$ cat config.mk
export PLATFORM = sky130hd
export DESIGN_NAME = seg7_scan_mux
export DESIGN_NICKNAME = d
export VERILOG_FILES = /design/src/rtl/seg7_scan_mux.sv
export SDC_FILE = /design/constraint.sdc
export NUM_CORES = 1
export LEC_CHECK = 0
export CAP_MARGIN = 5
export CORE_MARGIN = 8
export CORE_UTILIZATION = 30
export CTS_CLUSTER_SIZE = 30
export DETAILED_ROUTE_END_ITERATION = 10
export SLEW_MARGIN = 5
export SYNTH_ARGS = -nofsm -noshare
export SYNTH_HDL_FRONTEND = slang
export SYNTH_SLANG_ARGS = --single-unit
$ cat constraint.sdc
create_clock -name clk -period 2.5 [get_ports clk]
set_input_delay 0.5 -clock clk [delete_from_list [all_inputs] [get_ports clk]]
set_output_delay 0.5 -clock clk [all_outputs]
set_load 0.005 [all_outputs]
$ cat src/rtl/seg7_scan_mux.sv
// rtl/seg7_scan_mux.sv - time-multiplexed 4-digit common-anode seven-segment driver
// Frame-coherent snapshot of the stopwatch digits, leading-zero blanking, blinking MM.SS point.
module seg7_scan_mux #(
  parameter int REFRESH_DIV  = 50000,
  parameter int BLINK_FRAMES = 125
) (
  input  logic       clk,
  input  logic       reset,
  input  logic [3:0] num0,
  input  logic [3:0] num1,
  input  logic [3:0] num2,
  input  logic [3:0] num3,
  input  logic       blank_lead,
  input  logic       dp_en,
  output logic [3:0] an,
  output logic [6:0] seg,
  output logic       dp
);

  localparam int PW = (REFRESH_DIV > 1) ? $clog2(REFRESH_DIV) : 1;
  localparam int FW = (BLINK_FRAMES > 1) ? $clog2(BLINK_FRAMES) : 1;
  localparam logic [PW-1:0] PRE_MAX = PW'(REFRESH_DIV - 1);
  localparam logic [FW-1:0] FC_MAX  = FW'(BLINK_FRAMES - 1);
  localparam logic [6:0]    SEG_OFF = 7'b1111111;

  typedef enum logic [1:0] {D0 = 2'd0, D1 = 2'd1, D2 = 2'd2, D3 = 2'd3} idx_t;

  idx_t          idx;
  idx_t          idx_next;
  logic [PW-1:0] pre;
  logic          tick;
  logic          frame_wrap;
  logic [3:0]    snap0;
  logic [3:0]    snap1;
  logic [3:0]    snap2;
  logic [3:0]    snap3;
  logic [FW-1:0] fc;
  logic          phase;
  logic [3:0]    sel;
  logic [3:0]    an_next;
  logic [6:0]    seg_next;
  logic          dp_next;

  function automatic logic [6:0] seg_decode(input logic [3:0] v);
    case (v)
      4'd0:    seg_decode = 7'b1000000;
      4'd1:    seg_decode = 7'b1111001;
      4'd2:    seg_decode = 7'b0100100;
      4'd3:    seg_decode = 7'b0110000;
      4'd4:    seg_decode = 7'b0011001;
      4'd5:    seg_decode = 7'b0010010;
      4'd6:    seg_decode = 7'b0000010;
      4'd7:    seg_decode = 7'b1111000;
      4'd8:    seg_decode = 7'b0000000;
      4'd9:    seg_decode = 7'b0010000;
      default: seg_decode = SEG_OFF;
    endcase
  endfunction

  assign tick       = (pre == PRE_MAX);
  assign frame_wrap = tick && (idx == D3);

  always_ff @(posedge clk or posedge reset) begin
    if (reset) begin
      pre <= '0;
    end else if (tick) begin
      pre <= '0;
    end else begin
      pre <= pre + PW'(1);
    end
  end

  always_ff @(posedge clk or posedge reset) begin
    if (reset) begin
      idx <= D0;
    end else begin
      idx <= idx_next;
    end
  end

  always_comb begin
    idx_next = idx;
    an_next  = 4'b1111;
    sel      = snap0;
    case (idx)
      D0: begin
        if (tick) idx_next = D1;
        an_next = 4'b1110;
        sel     = snap0;
      end
      D1: begin
        if (tick) idx_next = D2;
        an_next = 4'b1101;
        sel     = snap1;
      end
      D2: begin
        if (tick) idx_next = D3;
        an_next = 4'b1011;
        sel     = snap2;
      end
      D3: begin
        if (tick) idx_next = D0;
        an_next = 4'b0111;
        sel     = snap3;
      end
    endcase
    seg_next = seg_decode(sel);
    if ((idx == D3) && blank_lead && (snap3 == 4'd0)) seg_next = SEG_OFF;
    dp_next = !((idx == D2) && dp_en && phase);
  end

  // Snapshot reloads only between frames so a frame never mixes old and new digits.
  always_ff @(posedge clk or posedge reset) begin
    if (reset) begin
      snap0 <= '0;
      snap1 <= '0;
      snap2 <= '0;
      snap3 <= '0;
      fc    <= '0;
      phase <= 1'b0;
    end else if (frame_wrap) begin
      snap0 <= num0;
      snap1 <= num1;
      snap2 <= num2;
      snap3 <= num3;
      if (fc == FC_MAX) begin
        fc    <= '0;
        phase <= ~phase;
      end else begin
        fc <= fc + FW'(1);
      end
    end
  end

  always_ff @(posedge clk or posedge reset) begin
    if (reset) begin
      an  <= 4'b1111;
      seg <= SEG_OFF;
      dp  <= 1'b1;
    end else begin
      an  <= an_next;
      seg <= seg_next;
      dp  <= dp_next;
    end
  end

endmodule
==> flow_summary.yaml <==
synthesis:
  syn_area_per_cell_um2: 9.95
  synth_cells: 262
  syn-num-nets: 293
  synth_top_family_by_area: "simple AND/OR/NAND/NOR gates"
  yosys.area_share.simple_pct: 22.5
  synth_compound_area_share_pct: 10.0
  synth-edff-count: 0
  synth_xor_area_share_pct: 4.70
  synth_cell_types: 44
  synth_adder_area_share_pct: 5.28
  synthMuxAreaShare_pct: 1.20
  synth-async-reset-ratio_pct: 100
  syn_area_um2: 2610
  synth_top_flop_cell: "dfrtp_1"
  ys_ff_latch: 54
  yosysSeqAreaShare_pct: 52.4
  ys_warn_count: 0
critical_path:
  crit_start: "pre[7]$_DFF_PP0_"
  path_common_cell: "o31ai_1"
  cp_max_fo: 20
  path_cells: "or4b_4 -> or4_4 -> o31ai_1 -> o31ai_1"
  critPathBufInv: 0
  crit_end: "fc[4]$_DFFE_PP0P_"
  slowest_delay_ns: 0.69
  crit_path_top_delay_cell: "or4_4"
  endpoint_kind: "register"
  r2r_end: "fc[4]$_DFFE_PP0P_"
  cp.depth: 4
  cp.arrival_ns: 2.38
  r2r-start: "pre[7]$_DFF_PP0_"
  r2r_cells: 4
  path_class: "register to register"
  required_ns: 2.68
  cp_top_family: "simple AND/OR/NAND/NOR gates"
  r2r_slack_ns: 0.30
  start_kind: "register"
outcome:
  status: "complete, no violations"
timing:
  tns_ns: 0
  finalCritPeriodShare_pct: 88.1
  worstMarginPinSlew_ns: 0.583
  fmax_mhz: 454
  fin_worst_skew_ns: 0.00659
  slew_viol_final: 0
  grt_setup_unrepaired: "no"
  period_needed_ns: 2.20
  setup_violations: 0
  max_slew_margin_pct: 60.8
  finalHoldViolations: 0
clocking:
  path_clk_slew_ns: 0.09
  postCtsHoldBufs: 0
  htreeDepth: 2
  cts_tree: "yes"
  numCtsBuffers: 5
  post-cts-setup-buffers: 0
  clockBufferDepth: 2
  clock_sinks: 54
  clkLatencyLatePin_ns: 0.30
  ctsResizeCount: 0
  root_buffer: "clkbuf_8"
finish:
  fill_cells: 872
  register_area_um2: 1370
  syn_to_final_growth_pct: 21.4
  antenna_cells: 0
  multi_input_comb_area_um2: 1150
  fin_area_um2: 3160
  nets: 328
  drive_gt1_share_pct: 10.7
place:
  place_hpwl_um: 3960
  post_dp_cell_area_um2: 3070
  port_buffers: 31
  place_congestion: 0.819
min_path:
  hp-class: "register to register"
global_route:
  grt_pass1_vias: 2022
  antenna_found_initial: 0
  gr-total-overflow: 0
  grt_first_pass_wirelength_um: 9170
  grt_usage_pct: 9.48
  grt_max_degree: 34
floorplan:
  rows: 34
  dieArea_um2: 11900
  floorplan.initialDensity_pct: 30.3
  die_w_um: 109
  core_um2: 8590
  num_io_pins: 32
  die_h_um: 109
route:
  wl_um: 5290
  drcViolationCount: 0
  via_per_inst: 4.86
  ant_nets: 0
  drt_iter0_drc: 79
  via_count: 1973
  wl_per_cell_um: 13.0
  drtPass1Iterations: 6
power:
  power.density_nw_per_um2: 447
  peakVddDrop_uv: 243
  power.leakage_nw: 1.35
run:
  cap_violations: 0
-- registers in the layout, summed over array words and instances, names as in the netlist --
| signal | cells |
|---|---|
| an | 4 |
| dp | 1 |
| fc | 7 |
| idx | 2 |
| phase | 1 |
| pre | 16 |
| seg | 7 |
| snap0 | 4 |
| snap1 | 4 |
| snap2 | 4 |
| snap3 | 4 |
-- cells in the final DEF (no fill, tap or decap), types with 11 or more instances in the layout --
cell type,Yosys,routed
dfrtp_1,42,42
nand3_1,11,11
clkdlybuf4s50_1,0,31
inv_1,14,13
xor2_1,11,11
o21ai_0,16,16
dfstp_2,12,12
nand2_1,52,52
ha_1,11,11
nor2_1,12,12
-- cells in the mapped netlist, types with 2 or more instances --
| master | n | share of area [%] |
|---|---|---|
| nor3_1 | 3 | 0.58 |
| nor2_1 | 12 | 1.7 |
| a32oi_1 | 2 | 0.67 |
| a21oi_1 | 7 | 1.3 |
| and4_1 | 3 | 1.0 |
| buf_2 | 3 | 0.58 |
| inv_1 | 14 | 2.0 |
| nand4_1 | 8 | 1.9 |
| and3_1 | 6 | 1.4 |
| mux2i_1 | 2 | 0.77 |
| clkbuf_1 | 5 | 0.72 |
| and2_1 | 3 | 0.72 |
| a211oi_1 | 2 | 0.58 |
| xor2_1 | 11 | 3.7 |
| a222oi_1 | 4 | 1.5 |
| a31oi_1 | 2 | 0.48 |
| o21ai_0 | 16 | 3.1 |
| dfrtp_1 | 42 | 40 |
| nand2_1 | 52 | 7.5 |
| dfstp_2 | 12 | 12 |
| nor2b_1 | 3 | 0.72 |
| xnor2_1 | 3 | 1.0 |
| or4b_4 | 2 | 1.1 |
| nor4_1 | 3 | 0.72 |
| o31ai_1 | 3 | 0.86 |
| ha_1 | 11 | 5.3 |
| nand3_1 | 11 | 2.1 |
-- kinds of logic after synthesis --
kind of cell,Yosys count
fa+ha+maj,11
compound gates,41
mux,3
flops,54
simple gates,115
xor+xnor,14
buf+inv,24
-- metal layers --
metal / global-route usage (%) / wire length, um / up-vias
met2: 15.1 / 2400 / 39
met1: 12.2 / 2530 / 950
li1: - / - / 980
met3: 2.01 / 294 / 4
met4: 3.95 / 61 / 0
met5: 0 / 0 / -
-- per-stage QoR --
step | hold WS, ns | cells | util, % | setup slack [ns] | total power [mW]
6_report | 0.453 | 406 | 36.8 | 0.298 | 1.41
3_3_place_gp | 0.440 | 398 | 35.8 | 0.346 | 0.942
4_1_cts | 0.459 | 406 | 36.8 | 0.280 | 1.44
3_5_place_dp | 0.446 | 398 | 35.8 | 0.285 | 0.943
2_1_floorplan | 0.418 | 262 | - | 0.306 | 0.903
5_1_grt | 0.480 | 406 | 36.8 | 0.0868 | 1.48
-- where the power goes --
part | total (mW) | switching (mW) | internal (mW)
Combinational | 0.0506 | 0.0213 | 0.0293
Clock | 0.489 | 0.263 | 0.226
Sequential | 0.874 | 0 | 0.874
Total | 1.41 | 0.284 | 1.13
-- cell type report --
| class | count | area share (%) |
|---|---|---|
| Inverter | 15 | 1.78 |
| Clock buffer | 8 | 2.85 |
| Tap cell | 108 | 4.27 |
| Timing Repair Buffer | 37 | 11.6 |
| Multi-Input combinational cell | 184 | 36.3 |
| Sequential cell | 54 | 43.2 |
-- how the worst min path moves through the flow --
| stage | end | slack (ns) | startpoint | depth (start not counted) |
|---|---|---|---|---|
| 2_1_floorplan | dp$_DFF_PP1_ | 0.42 | phase$_DFFE_PP0P_ | 1 |
| 3_3_place_gp | pre[0]$_DFF_PP0_ | 0.44 | pre[0]$_DFF_PP0_ | 1 |
| 3_5_place_dp | pre[0]$_DFF_PP0_ | 0.45 | pre[0]$_DFF_PP0_ | 1 |
| 4_1_cts | pre[0]$_DFF_PP0_ | 0.46 | pre[0]$_DFF_PP0_ | 1 |
| 5_1_grt | pre[0]$_DFF_PP0_ | 0.48 | pre[0]$_DFF_PP0_ | 1 |
| 6_report | pre[0]$_DFF_PP0_ | 0.45 | pre[0]$_DFF_PP0_ | 1 |
(Power assumes the default switching activity.)
